[config.mk]
export PLATFORM = sky130hd
export DESIGN_NAME = filter_event_ctrl_flat
export DESIGN_NICKNAME = d
export VERILOG_FILES = /design/src/rtl/package_settings.sv /design/src/rtl/filter_ctrl_pkg.sv /design/src/rtl/filter_event_ctrl_if.sv /design/src/rtl/filter_sat_counter.sv /design/src/rtl/filter_event_ctrl.sv /design/src/flat_wrapper.sv
export SDC_FILE = /design/constraint.sdc
export NUM_CORES = 1
export LEC_CHECK = 0
export ABC_AREA = 1
export CORE_UTILIZATION = 40
export CTS_BUF_LIST = sky130_fd_sc_hd__clkbuf_4 sky130_fd_sc_hd__clkbuf_8
export DETAILED_ROUTE_END_ITERATION = 10
export HOLD_SLACK_MARGIN = 0.06
export PLACE_DENSITY_LB_ADDON = 0.1
export SYNTH_ARGS = -nofsm -noshare
export SYNTH_HDL_FRONTEND = slang
export SYNTH_SLANG_ARGS = --single-unit
[constraint.sdc]
create_clock -name clk -period 2.3 [get_ports clk]
set_input_delay 0.46 -clock clk [delete_from_list [all_inputs] [get_ports clk]]
set_output_delay 0.46 -clock clk [all_outputs]
set_load 0.03 [all_outputs]
[src/rtl/package_settings.sv]
// ----------------------------------------------------------------------------
// package_settings
//   Project-wide sizing shared by the filter chain. The event controller takes
//   its default sample width from SIZE_FILTER_DATA so it always matches the
//   shaping filter output.
// ----------------------------------------------------------------------------
package package_settings;
    localparam int SIZE_FILTER_DATA = 16;
endpackage

[src/rtl/filter_ctrl_pkg.sv]
// ----------------------------------------------------------------------------
// filter_ctrl_pkg
//   Shared types and defaults for the filter event controller: FSM state enum
//   and default values for the controller parameters.
// ----------------------------------------------------------------------------
package filter_ctrl_pkg;
    localparam int DW_DEFAULT        = package_settings::SIZE_FILTER_DATA;
    localparam int TSW_DEFAULT       = 32;
    localparam int DEAD_TIME_DEFAULT = 64;
    localparam int MAX_WIDTH_DEFAULT = 256;
    localparam int CNTW_DEFAULT      = 16;

    typedef enum logic [2:0] {
        ST_IDLE,
        ST_ARMED,
        ST_TRACK,
        ST_EMIT,
        ST_DEAD
    } state_t;
endpackage

[src/rtl/filter_event_ctrl_if.sv]
// ----------------------------------------------------------------------------
// filter_event_ctrl_if
//   Event output channel of the filter event controller (valid/ready).
//   master: controller side (drives event fields and ev_valid)
//   slave : consumer side (drives ev_ready)
//   ev_valid / ev_ready : handshake
//   ev_amp   [DW]       : pulse peak, two's complement
//   ev_time  [TSW]      : timestamp of the peak sample
//   ev_trunc            : pulse ended by the width timeout
// ----------------------------------------------------------------------------
interface filter_event_ctrl_if
    import filter_ctrl_pkg::*;
#(
    parameter int DW  = DW_DEFAULT,
    parameter int TSW = TSW_DEFAULT
);
    logic           ev_valid;
    logic           ev_ready;
    logic [DW-1:0]  ev_amp;
    logic [TSW-1:0] ev_time;
    logic           ev_trunc;

    modport master (output ev_valid, ev_amp, ev_time, ev_trunc, input ev_ready);
    modport slave  (input ev_valid, ev_amp, ev_time, ev_trunc, output ev_ready);
endinterface

[src/rtl/filter_sat_counter.sv]
// ----------------------------------------------------------------------------
// filter_sat_counter
//   Saturating up-counter, sticks at all-ones.
//   clk, reset (async, active-low), inc (count one), clear (sync clear,
//   wins over inc), count [W] (current value).
// ----------------------------------------------------------------------------
module filter_sat_counter #(
    parameter int W = 16
) (
    input  logic         clk,
    input  logic         reset,
    input  logic         inc,
    input  logic         clear,
    output logic [W-1:0] count
);
    // NOTE: sequential state uses non-blocking (<=) so every register samples
    // pre-edge values regardless of block ordering.
    always_ff @(posedge clk or negedge reset) begin
        if (!reset) begin
            count <= '0;
        end else if (clear) begin
            count <= '0;
        end else if (inc && (count != '1)) begin
            count <= count + W'(1);
        end
    end
endmodule

[src/rtl/filter_event_ctrl.sv]
// ----------------------------------------------------------------------------
// filter_event_ctrl
//   Per-channel event controller behind the shaping filter. Arms on a signed
//   threshold crossing, tracks the pulse peak and its timestamp, emits one
//   event per pulse over a valid/ready channel, then holds off for DEAD_TIME
//   cycles. Crossings seen while an event waits or during dead time are
//   counted in lost_cnt.
// Ports
//   clk, reset      clock, async active-low reset
//   enable          1 = arm/accept pulses; 0 = finish current event, then IDLE
//   filt_data [DW]  shaped sample, signed, one per clk
//   threshold [DW]  signed trigger level, latched at pulse start
//   ev_if           event channel (master modport)
//   lost_cnt  [CNTW] saturating count of crossings ignored in EMIT/DEAD
//   pileup_cnt[CNTW] saturating count of discarded timeout pulses
//                    (only with FILTER_EVENT_PILEUP_REJECT_EN)
//   busy            state is TRACK, EMIT or DEAD
// Configuration
//   FILTER_EVENT_PILEUP_REJECT_EN: timeout pulses are dropped (TRACK -> DEAD)
//   and counted in pileup_cnt; ev_trunc stays 0. Undefined: timeout pulses are
//   emitted with ev_trunc=1.
// ----------------------------------------------------------------------------
module filter_event_ctrl
    import filter_ctrl_pkg::*;
#(
    parameter int DW        = DW_DEFAULT,
    parameter int TSW       = TSW_DEFAULT,
    parameter int DEAD_TIME = DEAD_TIME_DEFAULT,
    parameter int MAX_WIDTH = MAX_WIDTH_DEFAULT,
    parameter int CNTW      = CNTW_DEFAULT
) (
    input  logic                 clk,
    input  logic                 reset,
    input  logic                 enable,
    input  logic signed [DW-1:0] filt_data,
    input  logic signed [DW-1:0] threshold,
    filter_event_ctrl_if.master  ev_if,
    output logic [CNTW-1:0]      lost_cnt,
`ifdef FILTER_EVENT_PILEUP_REJECT_EN
    output logic [CNTW-1:0]      pileup_cnt,
`endif
    output logic                 busy
);
    localparam int WCW = $clog2(MAX_WIDTH + 1);
    localparam int DCW = $clog2(DEAD_TIME + 1);

    // Peak tracker doubles as the outgoing event: it is frozen once TRACK ends.
    typedef struct packed {
        logic signed [DW-1:0] amp;
        logic [TSW-1:0]       ts;
        logic                 trunc;
    } event_t;

    state_t               state_q, state_d;
    event_t               ev_q, ev_d;
    logic signed [DW-1:0] thr_q, thr_d;
    logic signed [DW-1:0] prev_q;
    logic [TSW-1:0]       ts_q;
    logic [WCW-1:0]       wcnt_q, wcnt_d;
    logic [DCW-1:0]       dcnt_q, dcnt_d;
    logic                 timeout;
    logic                 lost_inc;
`ifdef FILTER_EVENT_PILEUP_REJECT_EN
    logic                 pileup_inc;
`endif

    assign timeout = (wcnt_q == WCW'(MAX_WIDTH));

    // Rising crossing against the live threshold, only counted while an event
    // is pending or during hold-off.
    assign lost_inc = ((state_q == ST_EMIT) || (state_q == ST_DEAD)) &&
                      (prev_q <= threshold) && (filt_data > threshold);

    // NOTE: every signal written here gets a default first, so no path leaves
    // it unassigned and no latch is inferred.
    always_comb begin
        state_d = state_q;
        ev_d    = ev_q;
        thr_d   = thr_q;
        wcnt_d  = wcnt_q;
        dcnt_d  = dcnt_q;
`ifdef FILTER_EVENT_PILEUP_REJECT_EN
        pileup_inc = 1'b0;
`endif
        case (state_q)
            ST_IDLE: begin
                if (enable) state_d = ST_ARMED;
            end
            ST_ARMED: begin
                if (!enable) begin
                    state_d = ST_IDLE;
                end else if (filt_data > threshold) begin
                    state_d  = ST_TRACK;
                    thr_d    = threshold;
                    ev_d.amp = filt_data;
                    ev_d.ts  = ts_q;
                    ev_d.trunc = 1'b0;
                    wcnt_d   = WCW'(1);
                end
            end
            ST_TRACK: begin
                if (filt_data <= thr_q) begin
                    state_d    = ST_EMIT;
                    ev_d.trunc = 1'b0;
                end else begin
                    // Strict compare: equal samples keep the earliest timestamp.
                    if (filt_data > $signed(ev_q.amp)) begin
                        ev_d.amp = filt_data;
                        ev_d.ts  = ts_q;
                    end
                    if (timeout) begin
`ifdef FILTER_EVENT_PILEUP_REJECT_EN
                        state_d    = ST_DEAD;
                        dcnt_d     = DCW'(DEAD_TIME - 1);
                        pileup_inc = 1'b1;
`else
                        state_d    = ST_EMIT;
                        ev_d.trunc = 1'b1;
`endif
                    end else begin
                        wcnt_d = wcnt_q + WCW'(1);
                    end
                end
            end
            ST_EMIT: begin
                if (ev_if.ev_ready) begin
                    state_d = ST_DEAD;
                    dcnt_d  = DCW'(DEAD_TIME - 1);
                end
            end
            ST_DEAD: begin
                if (dcnt_q == '0) state_d = enable ? ST_ARMED : ST_IDLE;
                else              dcnt_d  = dcnt_q - DCW'(1);
            end
            default: state_d = ST_IDLE;
        endcase
    end

    always_ff @(posedge clk or negedge reset) begin
        if (!reset) begin
            state_q <= ST_IDLE;
            ev_q    <= '0;
            thr_q   <= '0;
            prev_q  <= '0;
            ts_q    <= '0;
            wcnt_q  <= '0;
            dcnt_q  <= '0;
        end else begin
            state_q <= state_d;
            ev_q    <= ev_d;
            thr_q   <= thr_d;
            prev_q  <= filt_data;
            ts_q    <= ts_q + TSW'(1);
            wcnt_q  <= wcnt_d;
            dcnt_q  <= dcnt_d;
        end
    end

    filter_sat_counter #(.W(CNTW)) u_lost_cnt (
        .clk   (clk),
        .reset (reset),
        .inc   (lost_inc),
        .clear (1'b0),
        .count (lost_cnt)
    );

`ifdef FILTER_EVENT_PILEUP_REJECT_EN
    filter_sat_counter #(.W(CNTW)) u_pileup_cnt (
        .clk   (clk),
        .reset (reset),
        .inc   (pileup_inc),
        .clear (1'b0),
        .count (pileup_cnt)
    );
`endif

    assign ev_if.ev_valid = (state_q == ST_EMIT);
    assign ev_if.ev_amp   = ev_q.amp;
    assign ev_if.ev_time  = ev_q.ts;
    assign ev_if.ev_trunc = ev_q.trunc;
    assign busy           = (state_q != ST_IDLE) && (state_q != ST_ARMED);
endmodule

[src/flat_wrapper.sv]
// flat-port wrapper written by rule: the top's interface ports become plain ports
module filter_event_ctrl_flat import filter_ctrl_pkg::*;
#(
    parameter int DW        = DW_DEFAULT,
    parameter int TSW       = TSW_DEFAULT,
    parameter int DEAD_TIME = DEAD_TIME_DEFAULT,
    parameter int MAX_WIDTH = MAX_WIDTH_DEFAULT,
    parameter int CNTW      = CNTW_DEFAULT
)
  (clk, reset, enable, filt_data, threshold, lost_cnt, busy, ev_if_ev_valid, ev_if_ev_amp, ev_if_ev_time, ev_if_ev_trunc, ev_if_ev_ready);
  filter_event_ctrl_if #(.DW(DW), .TSW(TSW)) ev_if_i ();
  input  logic clk;
  input  logic reset;
  input  logic enable;
  input  logic signed [DW-1:0] filt_data;
  input  logic signed [DW-1:0] threshold;
  output logic [CNTW-1:0] lost_cnt;
  output logic busy;
  output wire logic [$bits(ev_if_i.ev_valid)-1:0] ev_if_ev_valid;
  output wire logic [$bits(ev_if_i.ev_amp)-1:0] ev_if_ev_amp;
  output wire logic [$bits(ev_if_i.ev_time)-1:0] ev_if_ev_time;
  output wire logic [$bits(ev_if_i.ev_trunc)-1:0] ev_if_ev_trunc;
  input wire logic [$bits(ev_if_i.ev_ready)-1:0] ev_if_ev_ready;
  assign ev_if_ev_valid = ev_if_i.ev_valid;
  assign ev_if_ev_amp = ev_if_i.ev_amp;
  assign ev_if_ev_time = ev_if_i.ev_time;
  assign ev_if_ev_trunc = ev_if_i.ev_trunc;
  assign ev_if_i.ev_ready = ev_if_ev_ready;
  filter_event_ctrl #(.DW(DW), .TSW(TSW), .DEAD_TIME(DEAD_TIME), .MAX_WIDTH(MAX_WIDTH), .CNTW(CNTW)) u_core (.clk(clk), .reset(reset), .enable(enable), .filt_data(filt_data), .threshold(threshold), .ev_if(ev_if_i), .lost_cnt(lost_cnt), .busy(busy));
endmodule
==> impl_metrics.py <==
metrics = {
    "route": {
        "drt_first_pass_iters": 4,
        "antenna_left": 0,
        "totalWireLength_um": 21510,
        "vias": 7289,
        "drt_iter0_drc": 319,
        "viasPerCell": 4.942,
        "drc": 0,
        "post_drt_wl_per_cell_um": 14.58,
    },
    "clock_network": {
        "cts_tree": "done",
        "numCtsBuffers": 17,
        "clk_pin_slew_ps": 90,
        "clock_path_buffers": 2,
        "clk_latency_ps": 450,
        "clock_sinks": 148,
        "cts-root-buf": "clkbuf_8",
        "cts_max_level": 4,
    },
    "timing": {
        "fin_hold_ws_ps": 287.9,
        "max_freq_mhz": 447.9,
        "worst_pin_slew_ps": 585.1,
        "setup_viol_count_final": 0,
        "rsz0062_at_grt": "true",
        "hold_viol_final": 0,
        "finalCritPeriodShare_pct": 97.06,
        "maxSlewHeadroom_pct": 60.69,
        "finalCriticalPeriod_ps": 2232,
        "maxSlewViolCount": 0,
        "skew_ps": 19.63,
    },
    "logic_synthesis": {
        "synth-warning-count": 0,
        "ys.flop_type": "dfrtp_1",
        "syn-num-nets": 1089,
        "netlist_instances": 983,
        "synth_fa_ha_area_share_pct": 10.61,
        "synthXorXnorAreaFrac_pct": 4.667,
        "muxShareOfSynthArea_pct": 0,
        "synth_seq_cells": 148,
        "synth_edf_count": 0,
        "yosysSeqAreaShare_pct": 44.86,
        "synth-simple-area-share_pct": 27.49,
        "ys_types": 33,
        "syn_avg_cell_area_um2": 8.399,
        "netlist_area_um2": 8257,
        "ys_top_cells_by_count": "nand2_1, dfrtp_1, inv_1",
        "yosysMostFrequentCell": "nand2_1",
        "synth_compound_area_share_pct": 4.895,
        "yosysTopAreaCellShare_pct": 44.86,
        "yosys.area.top_type": "dfrtp_1",
        "synth_top_family_by_area": "simple AND/OR/NAND/NOR gates",
        "yosys-top-cells-area": "dfrtp_1, nand2_1, ha_1",
        "async_reset_ff_share_pct": 100.0,
    },
    "finish": {
        "multi_input_area_um2": 4551,
        "antenna_cells": 0,
        "syn_to_final_growth_pct": 40.29,
        "fin_area_um2": 11580,
        "nNetsFinal": 1298,
        "stdcell_count": 1475,
        "drive_above_1_share_pct": 24.48,
        "regArea_um2": 3705,
        "fin_util_pct": 57.25,
        "num-fill-cells": 1830,
    },
    "global_route": {
        "grtUsageTotal_pct": 20.28,
        "grt_pass1_vias": 7073,
        "grt-ovfl-total": 0,
        "grt_pass1_wl_um": 34540,
        "antenna_found_initial": 0,
        "grt_max_degree": 60,
    },
    "pwr": {
        "vdd_drop_max_uv": 486.2,
        "p_leak_nw": 5.817,
        "p_total_mw": 10.73,
        "power.density_nw_per_um2": 926.0,
    },
    "setup_path": {
        "end_kind": "flop",
        "cp.required_ps": 2640,
        "crit_type": "reg -> reg",
        "cp-start-kind": "flop",
        "arrival_ps": 2580,
        "cp_max_fo": 8,
    },
    "place": {
        "hpwl_um": 14840,
        "gp_congestion": 0.8162,
        "place_area_um2": 10230,
        "dpl.cell_count": 1414,
        "portBuffers": 102,
    },
    "die": {
        "fp.dieW_um": 145.7,
        "core-area_um2": 20230,
        "pin_count": 103,
        "num_rows": 52,
        "die-area_um2": 21220,
        "die_h_um": 145.7,
        "initial_utilization_pct": 40.81,
    },
    "flow_run": {
        "drv_cap": 0,
    },
    "outcome": {
        "status": "complete, no violations",
    },
    "worst_hold_path": {
        "hold_class": "in -> reg",
    },
}
-- registers in the layout, indices dropped and copies added (netlist names) --
| signal | count |
|---|---|
| u_core.state_q | 3 |
| u_core.thr_q | 16 |
| u_core.ev_if.ev_time | 32 |
| u_core.wcnt_q | 9 |
| u_core.ts_q | 32 |
| u_core.ev_if.ev_trunc | 1 |
| u_core.prev_q | 16 |
| u_core.u_lost_cnt.count | 16 |
| u_core.ev_if.ev_amp | 16 |
| u_core.dcnt_q | 7 |
-- layout by cell type, fill, tap and decap left out, types with 25 or more instances in the layout --
master,Yosys,routed
nand4_1,74,74
nor2_1,59,53
clkdlybuf4s50_1,0,68
inv_2,2,27
buf_4,6,93
dfrtp_1,148,147
nand2_1,280,238
inv_1,112,87
nand3_1,52,42
ha_1,70,47
nand2_2,2,38
xor2_1,25,25
-- layout make-up --
type	count	share of cell area [%]
clock inverters	13	1.275
repair buffers	218	18.64
multi-input cells	693	39.28
well taps	270	2.916
inverters	114	3.694
clock buffers	19	2.204
flip-flops and latches	148	31.98
-- what timing repair did --
| item | CTS | global route |
|---|---|---|
| gates resized for setup | 18 | 172 |
| hold buffers | 1 | 0 |
| cloned | 1 | 7 |
| endpoints found under the hold margin | 55 | 0 |
| setup buffers | 3 | 18 |
| setup endpoints to repair | 77 | 91 |
| pin swaps | 4 | 47 |
-- report_power, final --
part	switching (mW)	leakage (nW)	internal [mW]
clock network	1.07	0.193	1.02
logic	2.90	3.70	2.36
registers	0.351	1.92	3.03
total	4.32	5.82	6.41
-- path summary, 6_finish.rpt --
kind,from,end,slack [ps],depth (start not counted)
setup / recovery,u_core.thr_q[7]$_DFFE_PN0P_,u_core.ev_if.ev_time[19]$_DFFE_PN0P_,70,14
hold / removal,filt_data[8],u_core.prev_q[8]$_DFF_PN0_,290,2
max in group asynchronous,reset,u_core.ts_q[17]$_DFF_PN0_,1080,3
min in group asynchronous,reset,u_core.thr_q[15]$_DFFE_PN0P_,560,2
setup reg to reg,u_core.thr_q[7]$_DFFE_PN0P_,u_core.ev_if.ev_time[19]$_DFFE_PN0P_,70,14
hold reg to reg,u_core.ev_if.ev_time[28]$_DFFE_PN0P_,u_core.ev_if.ev_time[28]$_DFFE_PN0P_,470,2
-- per-stage QoR --
step                      setup slack [ps]  setup TNS [ps]
after detailed placement            -708.5          -58590
final                                67.55               0
after global placement              -710.5          -57910
after global routing                -42.48          -578.5
after CTS                           -30.08          -608.5
after floorplan                      111.0               0
-- layer usage --
layer  routed length, um  track usage (%)  up-vias
met5                   0                0        -
met4                 277            5.474        0
met3                 694            3.730       20
met2               10210            32.97      119
met1               10320            27.74     3482
li1                    -                -     3668
-- worst max-delay path, cell delays in order (launching register included) --
cell       delay [ps]
dfrtp_1           380
inv_1              90
ha_4              200
a21o_1            160
nor2_1            110
nand2_1            80
nand2_2            80
nand2_1            60
nand2_2            90
nand3_4            90
a21oi_4           190
nand3_4           230
clkbuf_16         260
nand2_2            60
nand2_1            40
-- cell families (layout without fill, tap and decap cells) --
| logic type | count (synthesis) | count (layout) |
|---|---|---|
| adders and majority gates | 70 | 70 |
| xor gates and xnor gates | 44 | 44 |
| AOI/OAI and AO/OA | 74 | 74 |
| DFF | 148 | 148 |
| buffers and inverters | 143 | 364 |
| and+or+nand+nor | 504 | 505 |
(Power assumes the default switching activity.)
